### src/rtl/matmul_controller.sv
// matmul_controller: sequences C = A x B for N x N matrices held in a shared
// registered-read memory. One memory access per cycle; a single MAC
// accumulates each C element before it is written back.
module matmul_controller #(
    parameter int N      = 2,
    parameter int SIZE   = 8,
    parameter int A_BASE = 0,
    parameter int B_BASE = 4,
    parameter int C_BASE = 8
) (
    input  logic            clk,
    input  logic            rst,
    input  logic            start,
    input  logic            abort,
    output logic            busy,
    output logic            done,
    output logic            mem_read,
    output logic [7:0]      mem_read_address,
    input  logic [SIZE-1:0] mem_data,
    output logic            mem_write,
    output logic [7:0]      mem_write_address,
    output logic [SIZE-1:0] mem_write_value
);

    localparam int            IW    = (N > 1) ? $clog2(N) : 1;
    localparam int            ACC_W = 2 * SIZE + $clog2(N);
    localparam logic [IW-1:0] LAST  = IW'(N - 1);

    typedef enum logic [2:0] {
        S_IDLE,
        S_RD_A,
        S_RD_B,
        S_MAC,
        S_WR,
        S_DONE
    } state_t;

    state_t           r_state;
    logic [IW-1:0]    r_i;
    logic [IW-1:0]    r_j;
    logic [IW-1:0]    r_k;
    logic [ACC_W-1:0] r_acc;
    logic [SIZE-1:0]  r_op_a;
    logic             r_busy;
    logic             r_done;
    logic             r_mem_read;
    logic [7:0]       r_rd_addr;
    logic             r_mem_write;
    logic [7:0]       r_wr_addr;
    logic [SIZE-1:0]  r_wr_val;

    logic [ACC_W-1:0] w_acc_next;
    logic [IW-1:0]    w_i_next;
    logic [IW-1:0]    w_j_next;
    logic             w_last_elem;

    // Row-major word address of element (row, col) of a matrix at base.
    function automatic logic [7:0] f_addr(input int base, input logic [IW-1:0] row,
                                          input logic [IW-1:0] col);
        return 8'(base + int'(row) * N + int'(col));
    endfunction

    // MAC result and row-major advance to the next C element.
    // The B operand is consumed straight from the read port in the MAC cycle.
    always_comb begin
        w_acc_next  = r_acc + (ACC_W'(r_op_a) * ACC_W'(mem_data));
        w_last_elem = (r_i == LAST) && (r_j == LAST);
        w_j_next    = (r_j == LAST) ? '0 : r_j + IW'(1);
        w_i_next    = (r_j == LAST) ? r_i + IW'(1) : r_i;
    end

    // Sequencer; outputs are registered for the state being entered, so the
    // strobes and addresses always match the state held in r_state.
    always_ff @(posedge clk or posedge rst) begin
        if (rst) begin
            r_state     <= S_IDLE;
            r_i         <= '0;
            r_j         <= '0;
            r_k         <= '0;
            r_acc       <= '0;
            r_op_a      <= '0;
            r_busy      <= 1'b0;
            r_done      <= 1'b0;
            r_mem_read  <= 1'b0;
            r_rd_addr   <= '0;
            r_mem_write <= 1'b0;
            r_wr_addr   <= '0;
            r_wr_val    <= '0;
        end else begin
            r_busy      <= 1'b0;
            r_done      <= 1'b0;
            r_mem_read  <= 1'b0;
            r_rd_addr   <= '0;
            r_mem_write <= 1'b0;
            r_wr_addr   <= '0;
            r_wr_val    <= '0;
            if (abort) begin
                // Also blocks start in IDLE; a WR in flight has already committed.
                r_state <= S_IDLE;
            end else begin
                case (r_state)
                    S_IDLE: begin
                        if (start) begin
                            r_state    <= S_RD_A;
                            r_i        <= '0;
                            r_j        <= '0;
                            r_k        <= '0;
                            r_acc      <= '0;
                            r_busy     <= 1'b1;
                            r_mem_read <= 1'b1;
                            r_rd_addr  <= f_addr(A_BASE, '0, '0);
                        end
                    end
                    S_RD_A: begin
                        r_state    <= S_RD_B;
                        r_busy     <= 1'b1;
                        r_mem_read <= 1'b1;
                        r_rd_addr  <= f_addr(B_BASE, r_k, r_j);
                    end
                    S_RD_B: begin
                        r_state <= S_MAC;
                        r_op_a  <= mem_data;
                        r_busy  <= 1'b1;
                    end
                    S_MAC: begin
                        r_acc  <= w_acc_next;
                        r_busy <= 1'b1;
                        if (r_k != LAST) begin
                            r_state    <= S_RD_A;
                            r_k        <= r_k + IW'(1);
                            r_mem_read <= 1'b1;
                            r_rd_addr  <= f_addr(A_BASE, r_i, r_k + IW'(1));
                        end else begin
                            r_state     <= S_WR;
                            r_mem_write <= 1'b1;
                            r_wr_addr   <= f_addr(C_BASE, r_i, r_j);
                            r_wr_val    <= w_acc_next[SIZE-1:0];
                        end
                    end
                    S_WR: begin
                        r_acc <= '0;
                        r_k   <= '0;
                        r_i   <= w_i_next;
                        r_j   <= w_j_next;
                        if (w_last_elem) begin
                            r_state <= S_DONE;
                            r_done  <= 1'b1;
                        end else begin
                            r_state    <= S_RD_A;
                            r_busy     <= 1'b1;
                            r_mem_read <= 1'b1;
                            r_rd_addr  <= f_addr(A_BASE, w_i_next, '0);
                        end
                    end
                    S_DONE: begin
                        r_state <= S_IDLE;
                    end
                    default: begin
                        r_state <= S_IDLE;
                    end
                endcase
            end
        end
    end

    assign busy              = r_busy;
    assign done              = r_done;
    assign mem_read          = r_mem_read;
    assign mem_read_address  = r_rd_addr;
    assign mem_write         = r_mem_write;
    assign mem_write_address = r_wr_addr;
    assign mem_write_value   = r_wr_val;

endmodule

### config.mk
export PLATFORM = sky130hd
export DESIGN_NAME = matmul_controller
export DESIGN_NICKNAME = d
export VERILOG_FILES = /design/src/rtl/matmul_controller.sv
export SDC_FILE = /design/constraint.sdc
export NUM_CORES = 1
export LEC_CHECK = 0
export CORE_UTILIZATION = 39
export DETAILED_ROUTE_END_ITERATION = 7
export GPL_ROUTABILITY_DRIVEN = 0
export PLACE_DENSITY_LB_ADDON = 0.08
export SLEW_MARGIN = 0
export SYNTH_ARGS = -nofsm -noshare
export SYNTH_HDL_FRONTEND = slang
export SYNTH_SLANG_ARGS = --single-unit
### constraint.sdc
create_clock -name clk -period 4.5 [get_ports clk]
set_input_delay 0.9 -clock clk [delete_from_list [all_inputs] [get_ports clk]]
set_output_delay 0.9 -clock clk [all_outputs]
set_load 0.02 [all_outputs]
Yosys cells after proc, flatten, opt, wreduce, memory -nomap -nowiden
Cells that the tools add are included.

Add/sub/neg operators: 9. Multiply operators: 1. Eq/ne operators: 6. Muxes and demuxes: 37. Bitwise operators: 1. Reductions and logical operators: 8.

Operators by type and width (number): $pmux 17 s3 (1); $mux 8 (3); $mux 6 (3); $add 17x16->17 (1); $mux 17 (1); $mul 8x8->16 (1); $mux 1 (15); $mux 3 (5); $pmux 3 s5 (1); $pmux 5 s3 (1); $add 5x1->6 (1); $eq 3x2->1 const B (2); $pmux 1 s3 (2); $reduce_and 3->1 (2); $add 4x1->5 (1); $add 4x2->5 const A (1); $mux 5 (1); $add 3x2->4 const A (1); $pmux 1 s2 (2); $pmux 1 s4 (1); $add 1x1->1 const B (3); $add 2x1->3 (1); $eq 3x1->1 const B (1); $eq 3x3->1 const B (1); other kinds (10) (10).

Flip-flop bits (word level): 59. Input port bits: 12. Output and inout port bits: 28. Logic and storage cells: 75.

Longest topological paths before layout
Gate-level depths: netlist of the first run.

Word-level depth: 5. Gate-level depth with buffers: 16. Depth with buffers taken out: 15.

Least setup slack after synthesis of the first run
No wires, ideal clock.

Path kind: input -> register. From: input port mem_data[0]. To: register r_acc[7]. Data arrival time: 4.488 ns. Required time: 4.379 ns. Setup slack: -0.109 ns. Stages on the path: 15. Cells stage by stage: buf_2 > nand2_1 > fa_1 > inv_1 > fa_1 > ha_1 > inv_1 > fa_1 > inv_1 > fa_1 > a21o_1 > a21oi_1 > xnor3_1 > xnor3_1 > a22o_1.

Longest elaborated chain between the ends: 3.

Ends and longest elaborated chain: start, declared (line 19) `input logic [SIZE-1:0] mem_data,`; $mul 8x8->16 (line 66) `w_acc_next = r_acc + (ACC_W'(r_op_a) * ACC_W'(mem_data));`; $add 17x16->17 (line 66); $pmux 17 s3 (line 101) `case (r_state)`; end signal, assigned (line 126) `r_acc <= w_acc_next;`; end, declared (line 42) `logic [ACC_W-1:0] r_acc;`.

Every way passes these cells. A chain may end at the register's enable or synchronous reset.

Worst setup path after layout of the first run
From: input port mem_data[3]. To: register r_acc[7].

The elaborated chain is that of the path after synthesis.

==> results.md, run 1 <==
- Result of the run: complete, but fails checks
- Violations in the final reports: design-rule violations
- Fraction of synthesized cell area taken by the top area cell type: 36.5%
- TritonRoute pass-1 iters: 6
- Detailed router's first-iteration violation count: 52
- Wirelength per Cell: 13.4 um
- Fraction of the yosys area taken by sequential cells: 36.5%
- Top area cells in the synthesized netlist: sky130_fd_sc_hd__dfrtp_1, sky130_fd_sc_hd__fa_1, sky130_fd_sc_hd__ha_1
- Root Buffer: sky130_fd_sc_hd__clkbuf_8
- Total global routing track utilization: 16.0%
- Number of sinks driven by the clock tree: 39
- Critical path data required time: 4.69 ns
- First-pass GRT wire length: 8.79 mm
- Die width: 84.8 um
- Cell area after synthesis: 2680 sq um
- Buffers from clock root to sink, at most: 2
- Area of placed instances: 3100 sq um
- Post-placement cell count: 372
- Maximum number of pins on one net before global-route repair: 40
- Post-Synthesis Mean Instance Area: 10.3 sq um
- CTS tree: done
- Latest clock arrival within the worst-skew pair: 0.29 ns
- Initial Utilization: 41.2%
- Post-route design area: 3170 sq um
- Critical path arrival: 4.53 ns
- Lkg Pwr: 1.59 nW
- Endpoints failing hold: 0
- Post-synthesis cell type with the largest combined area: sky130_fd_sc_hd__dfrtp_1
- Worst-path maximum fanout: 5
- Via/cell ratio: 4.68
- Worst Clk Skew: 0.00573 ns
- Crit path capture type: flop
- Vias: 1777
- Row cnt: 29
- Maximum clock frequency: 230 MHz
- Number of port buffers: 29
- Register clock-pin slew on the reported worst setup and hold paths: 0.08 ns
- Via count of the first global-routing pass: 1757
- Setup crit start kind: primary input
- Max-slew headroom: 60.3%
- Y dimension of the die: 84.8 um
- Class of the worst hold path: flop to flop
- Number of H-tree branching levels: 2
- DIE AREA: 7190 sq um
- Total design power: 2.26 mW
- Total number of nets in the final design: 350
- Total negative slack for setup checks: 0 ns
- Final setup violation count: 0
- Area growth from synthesis to layout: 18.6%
- #FFs+latches synth: 39
- Number of distinct library cells after synthesis: 35
- Post-detailed-route count of antenna-violating nets: 0
- Cell count after synthesis: 259
- Post-layout minimum cycle time: 4.34 ns
- Layout cells sized above 1: 13.9%
- Actual slew at the worst max-slew pin: 0.593 ns
- Placeable core area: 6490 sq um
- Synthesis Warnings: 0
- Post-route non-filler standard cell count: 380
- Number of max-cap violations: 0
- RSZ-0062 raised after global routing: no
- PD cells: 713 nW/um^2
- Number of top-level pins: 40
- Worst vdd ir: 363 uV
- Number of buffers created by CTS: 5
- Post-route fraction of the period consumed by the critical path: 96.5%
- Number of pins with negative max-slew slack in the final report: 0
- Most frequent standard cell in the layout excluding fill and tap cells: sky130_fd_sc_hd__dfrtp_1
- Top library cells by usage in the layout, fill and taps aside: sky130_fd_sc_hd__dfrtp_1, sky130_fd_sc_hd__inv_1, sky130_fd_sc_hd__nand2_1
- Antenna diode count: 0
- Antenna violations before repair: 0
- Dpl hpwl: 3.98 mm
- Number of DRC violations after detailed routing: 3
- Buffers inserted by post-CTS timing repair: 0
- Overflow after GRT: 0
- Crit Path Class: primary input to flop
- Overall routed net length: 5.10 mm
path summary, 6_finish.rpt:
kind / depth (start not counted) / from / slack [ns] / endpoint
max: 14 / mem_data[3] / 0.16 / r_acc[7]
min: 1 / r_op_a[7] / 0.51 / r_op_a[7]
max reg2reg: 13 / r_op_a[1] / 0.51 / r_acc[7]
min reg2reg: 1 / r_op_a[7] / 0.51 / r_op_a[7]
max in group asynchronous: 3 / rst / 3.13 / r_op_a[4]
min in group asynchronous: 3 / rst / 1.03 / r_acc[0]
kinds of logic (layout without fill, tap and decap cells):
logic type               count (synthesis)  after routing  synth area share (%)
XOR/XNOR                                16             16                  6.55
AND/OR/NAND/NOR                         74             74                  14.2
adder cells (fa/ha/maj)                 36             36                  21.9
AO/OA/AOI/OAI                           28             28                  7.44
buffers and inverters                   57             92                  9.92
other                                    1             10                 0.140
flip-flops                              39             39                  36.5
multiplexers                             8              8                  3.37
final cells by class:
| class | count | area [sq um] |
|---|---|---|
| clock inverter | 3 | 15.0 |
| clock buffer | 5 | 68.8 |
| fill | 612 | 3320 |
| inverter | 38 | 143 |
| multi-input combinational | 172 | 1470 |
| tap | 77 | 96.3 |
| sequential | 39 | 976 |
| timing repair buffer | 46 | 400 |
sequential cells by signal, summed over array words and instances, names as in the netlist, 3 cells and up:
| name | count |
|---|---|
| mem_write_value | 8 |
| r_acc | 8 |
| r_op_a | 8 |
| mem_read_address | 3 |
| mem_write_address | 3 |
| r_state | 3 |
cells in the mapped netlist:
cell,instances
sky130_fd_sc_hd__inv_1,38
sky130_fd_sc_hd__a22o_1,8
sky130_fd_sc_hd__a221oi_1,1
sky130_fd_sc_hd__xnor2_2,1
sky130_fd_sc_hd__nand2b_1,2
sky130_fd_sc_hd__fa_1,18
sky130_fd_sc_hd__nand2_1,31
sky130_fd_sc_hd__conb_1,1
sky130_fd_sc_hd__dfrtp_1,39
sky130_fd_sc_hd__o31ai_1,1
sky130_fd_sc_hd__nor3_1,2
sky130_fd_sc_hd__or2_1,1
sky130_fd_sc_hd__and2_1,20
sky130_fd_sc_hd__o21bai_1,2
sky130_fd_sc_hd__or2_2,1
sky130_fd_sc_hd__a2111oi_0,1
sky130_fd_sc_hd__buf_2,2
sky130_fd_sc_hd__nor2_1,10
sky130_fd_sc_hd__nand3b_1,1
sky130_fd_sc_hd__clkbuf_1,4
sky130_fd_sc_hd__xnor2_1,11
sky130_fd_sc_hd__xor2_1,2
sky130_fd_sc_hd__or3b_2,1
sky130_fd_sc_hd__a32oi_1,1
sky130_fd_sc_hd__a32o_1,1
sky130_fd_sc_hd__a21oi_1,7
sky130_fd_sc_hd__o21ai_0,4
sky130_fd_sc_hd__xnor3_1,2
sky130_fd_sc_hd__and2b_1,1
sky130_fd_sc_hd__nor2b_1,3
sky130_fd_sc_hd__mux2_2,8
sky130_fd_sc_hd__buf_4,13
sky130_fd_sc_hd__nor4b_4,1
sky130_fd_sc_hd__ha_1,18
sky130_fd_sc_hd__a21o_1,2
through the flow:
| step | worst slack (ns) | hold WS (ns) | util, % |
|---|---|---|---|
| after floorplan | 0.0471 | 0.466 | - |
| after global placement | -0.557 | 0.491 | 47.7 |
| after detailed placement | -0.562 | 0.493 | 47.7 |
| after CTS | 0.0420 | 0.516 | 49.0 |
| after global routing | 0.00362 | 0.542 | 48.9 |
| final | 0.156 | 0.512 | 48.9 |
power by group:
group          internal, mW  switching (mW)
clock                 0.106           0.124
combinational         0.784           0.710
sequential            0.427           0.109
total                  1.32           0.944
critical path, cell delays in order:
cell                            delay (ns)
sky130_fd_sc_hd__dlygate4sd2_1        0.30
sky130_fd_sc_hd__nand2_1              0.10
sky130_fd_sc_hd__fa_1                 0.45
sky130_fd_sc_hd__fa_1                 0.54
sky130_fd_sc_hd__inv_1                0.05
sky130_fd_sc_hd__fa_1                 0.47
sky130_fd_sc_hd__inv_1                0.05
sky130_fd_sc_hd__fa_1                 0.55
sky130_fd_sc_hd__inv_1                0.05
sky130_fd_sc_hd__ha_1                 0.31
sky130_fd_sc_hd__a21oi_2              0.14
sky130_fd_sc_hd__xnor3_1              0.23
sky130_fd_sc_hd__xnor3_1              0.20
sky130_fd_sc_hd__a22o_1               0.18
repair_timing:
item                       CTS  global route
cloned                       0             0
hold endpoints to repair     0             0
resized for setup            7             6
setup endpoints to repair    2             2
hold buffers                 0             0
layer usage:
| metal | vias up | GRT usage [%] | routed length [um] |
|---|---|---|---|
| met5 | - | 0 | 0 |
| met4 | 0 | 4.78 | 63 |
| met3 | 6 | 3.21 | 137 |
| met2 | 28 | 25.4 | 2470 |
| met1 | 864 | 22.2 | 2430 |
| li1 | 879 | - | - |
Power figures use the tool's default switching activity.
==> inputs of run 2 (changes only) <==
--- a/config.mk
+++ b/config.mk
@@ -5,7 +5,8 @@
 export SDC_FILE = /design/constraint.sdc
 export NUM_CORES = 1
 export LEC_CHECK = 0
-export CORE_UTILIZATION = 39
+export CORE_MARGIN = 8
+export CORE_UTILIZATION = 40
 export DETAILED_ROUTE_END_ITERATION = 7
 export GPL_ROUTABILITY_DRIVEN = 0
 export PLACE_DENSITY_LB_ADDON = 0.08
==> results.md, run 2 (same netlist as run 1, synthesis figures left out) <==
- Number of buffers created by CTS: 5
- Kind of cell adding the most delay to the critical path: adder cells
- Most frequent standard cell in the layout excluding fill and tap cells: sky130_fd_sc_hd__dfrtp_1
- Worst R2R Setup Slack: 0.45 ns
- Worst Clk Skew: 0.00648 ns
- Post-route non-filler standard cell count: 383
- Initial Utilization: 40.3%
- Actual slew at the worst max-slew pin: 1.07 ns
- Number of sinks driven by the clock tree: 39
- Overflow after GRT: 0
- Slack of the critical path: 0.131 ns
- Detailed router's first-iteration violation count: 35
- Buffers from clock root to sink, at most: 2
- Total global routing track utilization: 12.2%
- Maximum number of pins on one net before global-route repair: 29
- DIE AREA: 9560 sq um
- CTS tree: done
- Number of pins with negative max-slew slack in the final report: 0
- Class of the worst hold path: flop to flop
- Area growth from synthesis to layout: 19.0%
- Result of the run: finished clean
- Slowest stage cell, crit path: sky130_fd_sc_hd__fa_1
- Largest stage delay on the critical path: 0.55 ns
- Crit path capture type: flop
- Most crowded layer after global routing: met2
- Post-route design area: 3180 sq um
- Total number of nets in the final design: 350
- Placeable core area: 6640 sq um
- Global Route met2 Usage: 20.8%
- Vias: 1794
- Wirelength per Cell: 14.1 um
- Max-slew headroom: 28.8%
- Die width: 97.8 um
- Layout cells sized above 1: 13.2%
- Post-placement cell count: 375
- Latest clock arrival within the worst-skew pair: 0.29 ns
- Dpl hpwl: 4.24 mm
- First-pass GRT wire length: 9.29 mm
- PD cells: 718 nW/um^2
- Worst slack at placement: -0.643 ns
- Utilization after layout: 47.9%
- Via/cell ratio: 4.68
- Area of placed instances: 3100 sq um
- CP cell instances: dlygate4sd2_1 -> nand2_1 -> fa_1 -> fa_1 -> inv_1 -> fa_1 -> inv_1 -> fa_1 -> inv_1 -> ha_1 -> a21oi_2 -> xnor3_1 -> xnor3_1 -> a22o_1
- TritonRoute pass-1 iters: 4
- Root Buffer: sky130_fd_sc_hd__clkbuf_8
- Total design power: 2.29 mW
- Worst-path maximum fanout: 4
- RSZ-0062 raised after global routing: no
- Critical path arrival: 4.56 ns
- Y dimension of the die: 97.8 um
- Number of top-level pins: 40
- Routing usage on met3: 3.41%
- Row cnt: 30
- Worst vdd ir: 271 uV
- Crit Path Class: primary input to flop
- Post-route fraction of the period consumed by the critical path: 97.1%
- GR met1 Demand/Resource: 14.7%
- Setup crit start kind: primary input
- Maximum clock frequency: 229 MHz
- Lkg Pwr: 1.59 nW
- Number of port buffers: 29
- Worst hold slack: 0.509 ns
- Antenna diode count: 0
- Number of DRC violations after detailed routing: 0
- Post-layout minimum cycle time: 4.37 ns
- Post-detailed-route count of antenna-violating nets: 0
- Critical path data required time: 4.69 ns
- Most frequent CP cell: sky130_fd_sc_hd__fa_1
- Final setup violation count: 0
- Fill cell instance count of the final layout: 650
- Resized Gates After CTS: 6
- Register clock-pin slew on the reported worst setup and hold paths: 0.08 ns
- Total negative slack for setup checks: 0 ns
- Hold buffer count at CTS: 0
- Buffers inserted by post-CTS timing repair: 0
- Critical path buffers and inverters: 4
- Via count of the first global-routing pass: 1937
- Antenna violations before repair: 0
- Number of H-tree branching levels: 2
- Overall routed net length: 5.40 mm
- Top library cells by usage in the layout, fill and taps aside: sky130_fd_sc_hd__dfrtp_1, sky130_fd_sc_hd__inv_1, sky130_fd_sc_hd__nand2_1
- Number of max-cap violations: 0
- Endpoints failing hold: 0
-- run 2: cell count changes in the layout (fill, tap and decap cells not counted) --
cell and change:
sky130_fd_sc_hd__clkinv_2 -2, sky130_fd_sc_hd__clkinvlp_4 +2, sky130_fd_sc_hd__clkbuf_2 -1, sky130_fd_sc_hd__clkdlybuf4s15_1 +1, sky130_fd_sc_hd__fa_1 +1, sky130_fd_sc_hd__fa_2 -1
-- run 2: worst paths after layout --
check                       startpoint              endpoint  cells past startpoint
max                        mem_data[4]              r_acc[7]                     14
min                          r_op_a[7]             r_op_a[7]                      1
max reg2reg                  r_op_a[2]              r_acc[7]                     15
min reg2reg                  r_op_a[7]             r_op_a[7]                      1
max in group asynchronous          rst             r_op_a[2]                      3
min in group asynchronous          rst  mem_write_address[3]                      2
-- run 2: worst register-to-register path: stages, from the launching register on --
cell                      delay (ns)
sky130_fd_sc_hd__dfrtp_1        0.49
sky130_fd_sc_hd__nand2_1        0.12
sky130_fd_sc_hd__fa_1           0.51
sky130_fd_sc_hd__inv_1          0.04
sky130_fd_sc_hd__ha_1           0.28
sky130_fd_sc_hd__ha_1           0.28
sky130_fd_sc_hd__inv_1          0.05
sky130_fd_sc_hd__fa_1           0.52
sky130_fd_sc_hd__inv_1          0.04
sky130_fd_sc_hd__ha_1           0.22
sky130_fd_sc_hd__fa_1           0.39
sky130_fd_sc_hd__a21o_1         0.21
sky130_fd_sc_hd__a21oi_2        0.17
sky130_fd_sc_hd__xnor3_1        0.24
sky130_fd_sc_hd__xnor3_1        0.20
sky130_fd_sc_hd__a22o_1         0.18
-- run 2: cell type report --
type	count	area [sq um]	area share, %
multi-input combinational	172	1470	46.2
sequential	39	976	30.6
clock inverter	3	20.0	0.629
tap	80	100	3.14
clock buffer	5	68.8	2.16
timing repair buffer	46	405	12.7
inverter	38	143	4.48
-- run 2: layer usage --
metal	part of all wire, %	up-vias
met4	0.67	0
met3	4.4	6
met5	0	-
li1	-	878
met2	48	36
met1	47	874
-- run 2: power by group --
| group | internal (mW) | leakage [nW] | total (mW) | switching [mW] |
|---|---|---|---|---|
| Clock | 0.108 | 0.0402 | 0.241 | 0.133 |
| Sequential | 0.427 | 0.523 | 0.531 | 0.104 |
| Combinational | 0.787 | 1.03 | 1.51 | 0.727 |
==> inputs of run 3 (changes only) <==
--- a/config.mk
+++ b/config.mk
@@ -5,10 +5,14 @@
 export SDC_FILE = /design/constraint.sdc
 export NUM_CORES = 1
 export LEC_CHECK = 0
+export CELL_PAD_IN_SITES_DETAIL_PLACEMENT = 0
+export CELL_PAD_IN_SITES_GLOBAL_PLACEMENT = 1
 export CORE_MARGIN = 8
 export CORE_UTILIZATION = 40
 export DETAILED_ROUTE_END_ITERATION = 7
 export GPL_ROUTABILITY_DRIVEN = 0
+export GPL_TIMING_DRIVEN = 0
+export MAX_ROUTING_LAYER = met4
 export PLACE_DENSITY_LB_ADDON = 0.08
 export SLEW_MARGIN = 0
 export SYNTH_ARGS = -nofsm -noshare
==> results.md, run 3 (same netlist as run 1, synthesis figures left out) <==
- Clock network power share: 13.1%
- Reg-to-Reg End: r_acc[7]
- Area of placed instances: 3080 sq um
- Result of the run: finished clean
- RSZ-0062 raised after global routing: no
- Timing endpoint of the critical path: r_acc[7]
- TritonRoute pass-1 iters: 4
- Number of H-tree branching levels: 2
- Crit Path Class: primary input to flop
- Number of sinks driven by the clock tree: 39
- Fill cell instance count of the final layout: 652
- Total number of nets in the final design: 350
- Number of top-level pins: 40
- Row cnt: 30
- Setup crit start kind: primary input
- Register area: 976 sq um
- Relative contribution of sequential cells to total power: 22.3%
- Total global routing track utilization: 12.6%
- Vias: 1714
- Post-route design area: 3200 sq um
- Post-layout minimum cycle time: 4.29 ns
- Share of total power in combinational logic: 64.7%
- Antenna diode count: 0
- Maximum number of pins on one net before global-route repair: 40
- Total design power: 2.33 mW
- Buffers from clock root to sink, at most: 2
- Crit path capture type: flop
- Initial Utilization: 40.3%
- Number of pins with negative max-slew slack in the final report: 0
- Detailed router's first-iteration violation count: 57
- Lkg Pwr: 1.60 nW
- Worst Clk Skew: 0.00262 ns
- Layout cells sized above 1: 14.2%
- Placeable core area: 6640 sq um
- Actual slew at the worst max-slew pin: 0.806 ns
- Root Buffer: sky130_fd_sc_hd__clkbuf_8
- Endpoints failing hold: 0
- Number of port buffers: 27
- Post-route fraction of the period consumed by the critical path: 95.4%
- Die width: 97.8 um
- Overall routed net length: 5.32 mm
- Number of DRC violations after detailed routing: 0
- Most frequent standard cell in the layout excluding fill and tap cells: sky130_fd_sc_hd__dfrtp_1
- Switching component of the power: 0.996 mW
- Overflow after GRT: 0
- Via/cell ratio: 4.48
- Dpl hpwl: 4.03 mm
- Source of the worst hold timing path: r_acc[1]
- Area growth from synthesis to layout: 19.6%
- Launch point of the critical path: mem_data[1]
- Worst r2r src: r_op_a[1]
- Internal power: 1.33 mW
- PD cells: 727 nW/um^2
- Combined area of the multi-input logic cells: 1490 sq um
- Worst-path maximum fanout: 8
- Class of the worst hold path: flop to flop
- Number of max-cap violations: 0
- Worst R2R Setup Slack: 0.47 ns
- R2r worst-path depth: 13
- Final setup violation count: 0
- Wirelength per Cell: 13.9 um
- Worst vdd ir: 287 uV
- Antenna violations before repair: 0
- Sw Share: 42.8%
- Critical path data required time: 4.68 ns
- Top library cells by usage in the layout, fill and taps aside: sky130_fd_sc_hd__dfrtp_1, sky130_fd_sc_hd__inv_1, sky130_fd_sc_hd__nand2_1
- Y dimension of the die: 97.8 um
- Critical path arrival: 4.47 ns
- Maximum clock frequency: 233 MHz
- Max-slew headroom: 46.2%
- DIE AREA: 9560 sq um
- Latest clock arrival within the worst-skew pair: 0.29 ns
- Via count of the first global-routing pass: 1826
- Post-detailed-route count of antenna-violating nets: 0
- Register clock-pin slew on the reported worst setup and hold paths: 0.08 ns
- First-pass GRT wire length: 9.41 mm
- Number of buffers created by CTS: 5
- CTS tree: done
run 3: power groups by stage:
stage / clock, mW / combinational, mW / sequential, mW
after floorplan: 0 / 1.11 / 0.503
after global placement: 0 / 1.46 / 0.526
after detailed placement: 0 / 1.46 / 0.525
after CTS: 0.311 / 1.48 / 0.518
after global routing: 0.325 / 1.73 / 0.534
final: 0.305 / 1.50 / 0.518
run 3: per-layer routing:
layer	share of wire (%)	GRT usage, %	vias to the layer above
met3	3.3	3.06	5
met5	0	-	-
li1	-	-	878
met2	44	18.9	24
met4	0.75	3.24	0
met1	52	16.6	807
run 3: cell type report:
class	instances	share of cell area [%]
tap	80	3.13
inverter	38	4.46
clock buffer	6	2.58
timing repair buffer	27	7.90
sequential	39	30.5
buffer	19	3.91
clock inverter	2	1.09
multi-input combinational	172	46.4
run 3: timing repair:
item,in CTS,in global routing
setup endpoints to repair,4,2
hold buffers,0,0
pin swaps,0,1
gates resized for setup,10,9
buffers inserted,0,0
run 3: critical path, cell delays in order:
cell and delay, ns:
sky130_fd_sc_hd__clkbuf_4 0.16, sky130_fd_sc_hd__nand2_1 0.08, sky130_fd_sc_hd__fa_1 0.51, sky130_fd_sc_hd__inv_1 0.05, sky130_fd_sc_hd__fa_1 0.45, sky130_fd_sc_hd__ha_1 0.29
sky130_fd_sc_hd__inv_1 0.05, sky130_fd_sc_hd__fa_1 0.52, sky130_fd_sc_hd__inv_1 0.07, sky130_fd_sc_hd__fa_2 0.39, sky130_fd_sc_hd__a21o_1 0.19, sky130_fd_sc_hd__a21oi_2 0.15
sky130_fd_sc_hd__xnor3_1 0.24, sky130_fd_sc_hd__xnor3_1 0.20, sky130_fd_sc_hd__a22o_1 0.19
run 3: per-stage QoR:
stage                     util (%)  instances  TNS (ns)  hold slack [ns]  worst slack (ns)
final                         48.2        383         0            0.504             0.209
after global routing          48.2        383         0            0.530            0.0531
after CTS                     48.1        383         0            0.510          0.000939
after detailed placement      46.3        375     -2.39            0.486            -0.794
after global placement        46.3        375     -2.52            0.487            -0.830
after floorplan                  -        268         0            0.466            0.0471
run 3: worst min-delay path by stage:
stage / endpoint / slack, ns / depth (start not counted)
finish: r_acc[1] / 0.50 / 1
global route: r_acc[4] / 0.53 / 1
CTS: r_acc[1] / 0.51 / 1
detailed placement: r_acc[3] / 0.49 / 1
global placement: r_acc[1] / 0.49 / 1
floorplan: r_acc[1] / 0.47 / 1
==> RTL edit 1, RTL diff (settings of run 1) <==
Register the inputs `start`, `abort` and `mem_data` before use. The logic sees them one clock later.
--- a/src/rtl/matmul_controller.sv
+++ b/src/rtl/matmul_controller.sv
@@ -37,2 +37,12 @@
 
+    logic start_q;
+    logic abort_q;
+    logic [SIZE-1:0] mem_data_q;
+
+    always_ff @(posedge clk) begin
+        start_q    <= start;
+        abort_q    <= abort;
+        mem_data_q <= mem_data;
+    end
+
     state_t           r_state;
@@ -65,3 +75,3 @@
     always_comb begin
-        w_acc_next  = r_acc + (ACC_W'(r_op_a) * ACC_W'(mem_data));
+        w_acc_next  = r_acc + (ACC_W'(r_op_a) * ACC_W'(mem_data_q));
         w_last_elem = (r_i == LAST) && (r_j == LAST);
@@ -96,3 +106,3 @@
             r_wr_val    <= '0;
-            if (abort) begin
+            if (abort_q) begin
                 // Also blocks start in IDLE; a WR in flight has already committed.
@@ -102,3 +112,3 @@
                     S_IDLE: begin
-                        if (start) begin
+                        if (start_q) begin
                             r_state    <= S_RD_A;
@@ -121,3 +131,3 @@
                         r_state <= S_MAC;
-                        r_op_a  <= mem_data;
+                        r_op_a  <= mem_data_q;
                         r_busy  <= 1'b1;
Check against the original RTL: not equivalent (a bounded check fails within 4 cycles, from zero or initial values and one cycle with rst high).
==> RTL edit 1 against run 1 <==
Register-to-register slack got worse by 190 ps; routed wire length rose by 0.61%; design area rose by 5.8%; sequential cell count rose by 10; via count rose by 4.4%; synthesized cell count rose by 4.6%; utilization fell by 0.51 points; synthesized area rose by 7.2%; sequential power rose by 12%; setup slack improved by 160 ps; total power rose by 6.3%; count of clock-buffer cells in the layout did not move; critical path type is now register to register.
==> RTL edit 1: results (changes against run 1) <==
----------------------------------------------------
[Global route]
  All-Layer GR Usage ... 0.153 (-0.00657)
  Initial antenna violation count ... 0 (unchanged)
  First-pass GRT wire length ... 8890 um (+1.1%)
  Vias in the first global route ... 1807 (+2.8%)
  Met3 track demand over resource in global routing ... 0.0320 (-0.0000559)
  GRT met2 Usage ... 0.239 (-0.0153)

[Cells and area]
  Fraction of area in multi-input gates ... 0.439 (-0.0251)
  Multi-Input Combinational ... 175 (+1.7%)
  Clock-cell share of area ... 0.0283 (+0.00191)
  Number of clock buffer instances in the layout ... 5 (unchanged)
  Layout net count ... 354 (+1.1%)
  Final-layout non-clock buffer area share ... 0.0999 (-0.0263)
  Number of inverters outside the clock class in the layout ... 40 (+5.3%)
  Non-clock buffer count in the final layout ... 35 (-24%)
  Fraction of area in registers ... 0.352 (+0.0443)

[Power]
  Power dissipated in the clock network ... 0.270 mW (+17%)
  Combinational Power Share ... 0.638 (-0.023)
  Cell area power density ... 716 nW/um^2 (+0.52%)
  Leakage ... 1.63 nW (+2.2%)
  Maximum vdd drop ... 302 uV (-17%)
  Internal power summed over all cells ... 1.39 mW (+5.7%)

[STA]
  Worst-Margin Slew ... 639 ps (+46.1 ps)

[Clock tree]
  CTS-repair resized insts ... 0 (-7)
  Clk Latency, worst-skew pair ... 310 ps (+20 ps)
  Clk pin slew, worst setup/hold paths ... 100 ps (+20 ps)

[Worst setup path]
  R2R cell count ... 14 (+1)
  Internal reg-to-reg setup slack ... 320 ps (-190 ps)
  Arrival time at the worst endpoint ... 4410 ps (-120 ps)
  Delay of the slowest cell on the worst path ... 520 ps (-30 ps)
  Start point of the critical path ... r_op_a[4]

[Routing]
  DRT iter0 DRCs ... 51 (-1.9%)
  Average wire per standard cell ... 12.7 um (-5.1%)
  Number of detailed-route iterations in the first pass ... 4 (-2)
  Via count ... 1856 (+4.4%)

[Logic synthesis]
  Part of the Yosys area used for sequential elements ... 0.410 (+0.0451)
  Synth top area cells ... dfrtp_1, fa_1, ha_1
  Flip-flop and latch count after synthesis ... 49 (+26%)
  Most common library cells after synthesis ... dfrtp_1, inv_1, nand2_1, fa_1, ha_1

[Status]
  Run status ... finished, final reports clean

[Floorplanning]
  Area of the core ... 6940 um^2 (+6.9%)

[Place]
  Dpl cell area ... 3230 um^2 (+4.3%)
  Post-DP HPWL ... 3980 um (about the same)

[Hold path]
  End of the worst hold path ... r_acc[1]

----------------------------------------------------
==> RTL edit 1: through the flow <==
step | cells | setup WS, ps | hold WS [ps] | utilization
6_report | 403 | 319 | 508 | 0.483
4_1_cts | 400 | 39.1 | 509 | 0.479
3_5_place_dp | 392 | 60.7 | 484 | 0.466
2_1_floorplan | 280 | 258 | 463 | -
5_1_grt | 403 | 58.6 | 530 | 0.483
3_3_place_gp | 392 | 149 | 486 | 0.466
==> RTL edit 1: routing by layer <==
metal	part of all wire	wire length, um
met5	0	0
met4	0.012	63
met3	0.035	180
met2	0.47	2430
met1	0.48	2460
==> RTL edit 1: cell families (layout without fill, tap and decap cells) <==
logic type,count (synthesis),in the layout,share of synthesized area
AO/OA/AOI/OAI,28,28,0.0685
XOR/XNOR,16,16,0.0637
adder cells (fa/ha/maj),36,36,0.204
buffers and inverters,56,83,0.0877
flip-flops,49,49,0.410
multiplexers,9,9,0.0353
other,1,10,0.00131
AND/OR/NAND/NOR,76,76,0.130
==> RTL edit 2, RTL diff (settings of run 1) <==
Without the edit above. The parameter `N` goes from 2 to 4.
--- a/src/rtl/matmul_controller.sv
+++ b/src/rtl/matmul_controller.sv
@@ -4,3 +4,3 @@
 module matmul_controller #(
-    parameter int N      = 2,
+    parameter int N      = 4,
     parameter int SIZE   = 8,
Formal check against the unedited RTL: not equivalent (Yosys sat finds a counterexample within 10 cycles, from zero or initial values and one cycle with rst high).
==> RTL edit 2 against run 1 <==
Setup slack better by 130 ps; highest routed layer unchanged; synthesized area grew 12%; synthesized cell count rose by 10%; sequential cell count up 8; critical endpoint unchanged; maximum frequency up 3.0%; routed wire length rose by 11%; sequential share of layout area up 1.7 points; design area increased by 14%; total power is 9.2% higher; hold slack worse by 27 ps.
==> RTL edit 2: results (changes against run 1) <==
----------------------------------------------------
[Status]
  Run status ... finished, final reports clean

[Clock tree]
  Clk pin slew, worst setup/hold paths ... 90 ps
  Total number of clock tree sinks ... 47 (+21%)
  Clk Latency, worst-skew pair ... 300 ps
  Total setup buffers inserted after CTS ... 0 (unchanged)
  Maximum buffer depth of the clock tree ... 2 (unchanged)

[Global route]
  Vias in the first global route ... 2087 (+19%)
  Grt met1 use ... 0.235 (+0.0124)
  Met3 track demand over resource in global routing ... 0.0262 (-0.00587)
  Busiest layer in global routing ... met2
  All-Layer GR Usage ... 0.158 (-0.00197)
  Maximum number of pins on one net before global-route repair ... 48 (+20%)
  First-pass GRT wire length ... 10100 um (+15%)
  GRT met2 Usage ... 0.240 (-0.0139)

[Logic synthesis]
  Post-Synthesis Mean Instance Area ... 10.5 um^2 (+1.6%)
  Most common library cells after synthesis ... dfrtp_1, inv_1, nand2_1, ha_1
  Part of the Yosys area used for sequential elements ... 0.392 (+0.0270)
  Synth unique cells ... 40 (+14%)
  Synth top area cells ... dfrtp_1, fa_1, ha_1

[Place]
  Cell count after placement ... 424 (+14%)
  Count of buffers inserted at the top-level ports ... 33 (+14%)
  Post-DP HPWL ... 4360 um (+9.5%)

[Cells and area]
  Clock-cell share of area ... 0.0311 (+0.00469)
  Filler-free cell count of the finished design ... 432 (+14%)
  Fraction of area in multi-input gates ... 0.449 (-0.0158)
  Number of inverters outside the clock class in the layout ... 40 (+5.3%)
  Number of filler instances in the final layout ... 676 (+10%)
  Multi-Input Combinational ... 190 (+10%)
  Ant. Diodes ... 0 (unchanged)
  Fraction of layout instances using a drive strength above 1 ... 0.132 (-0.00648)
  Final-layout non-clock buffer area share ... 0.120 (-0.00658)
  Non-clock buffer count in the final layout ... 48 (+4.3%)
  Layout net count ... 382 (+9.1%)
  Fraction of area in registers ... 0.325 (+0.0174)

[Power]
  Leakage ... 1.76 nW (+11%)
  Maximum vdd drop ... 408 uV (+12%)
  Power dissipated in the clock network ... 0.308 mW (+33%)
  Power drawn by the sequential cells ... 0.569 mW (+6.2%)
  Internal power summed over all cells ... 1.47 mW (+12%)
  Clock network fraction of total power ... 0.125 (+0.023)

[Routing]
  Average wire per standard cell ... 13.1 um (-2.2%)
  Wire length on met1 ... 2880 um (+19%)
  Via count ... 2025 (+14%)
  Met3 wirelength from detailed routing ... 190 um (+39%)
  Amount of wire on met2 after detailed routing ... 2550 um (+3.2%)
  DRT iter0 DRCs ... 60 (+15%)
  Number of detailed-route iterations in the first pass ... 4 (-2)

[STA]
  Worst-Margin Slew ... 935 ps (+342 ps)
  Worst Skew ... 6.72 ps (+0.994 ps)

[Hold path]
  Worst hold path depth ... 2 (+1)

[Worst setup path]
  R2R cell count ... 15 (+2)
  Critical-path maximum fanout ... 3 (-2)
  Arrival time at the worst endpoint ... 4410 ps (-120 ps)

----------------------------------------------------
## RTL edit 2: changes by cell type after synthesis, moves of 3 or more
cell | before | now
nand2_1 | 31 | 34
buf_4 | 13 | 6
nand3_1 | 0 | 3
buf_2 | 2 | 5
mux2i_1 | 0 | 3
dfrtp_1 | 39 | 47
xnor2_1 | 11 | 14
## RTL edit 2: worst paths after layout
| path | startpoint | to | slack, ps |
|---|---|---|---|
| setup / recovery | mem_data[4] | r_acc[7] | 280 |
| setup reg to reg | r_op_a[2] | r_acc[7] | 550 |
| min in group asynchronous | rst | mem_write | 1130 |
| max in group asynchronous | rst | r_state[0] | 2790 |
| hold reg to reg | r_acc[5] | r_acc[5] | 480 |
| hold / removal | r_acc[5] | r_acc[5] | 480 |
## RTL edit 2: metrics by stage
step                cell area [um^2]  setup slack (ps)   util  hold slack, ps
floorplan                       3020              38.3      -             449
global route                    3620               113  0.494             541
detailed placement              3510              -743  0.479             467
global placement                3510              -684  0.479             464
finish                          3620               283  0.494             485
CTS                             3620              30.9  0.494             488
## RTL edit 2: worst max-delay path, stage by stage
cell and delay [ps]:
dlygate4sd2_1 250, buf_4 130, nand2_1 70, fa_1 540
inv_1 40, ha_1 290, fa_1 540, inv_1 50
fa_1 540, inv_1 50, ha_1 310, a21oi_2 140
xnor3_1 230, xnor3_1 250, mux2i_1 80
## RTL edit 2: what timing repair did
item,CTS,global route
gates resized for setup,7,5
endpoints found under the setup margin,3,2
hold buffers,0,0
pin swaps,1,0
## RTL edit 2: logic make-up after synthesis
group | synth area share
compound gates | 0.0796
xor+xnor | 0.0613
fa+ha+maj | 0.203
buf+inv | 0.0771
flops | 0.392
mux | 0.0400
other cells | 0.00125
simple gates | 0.145
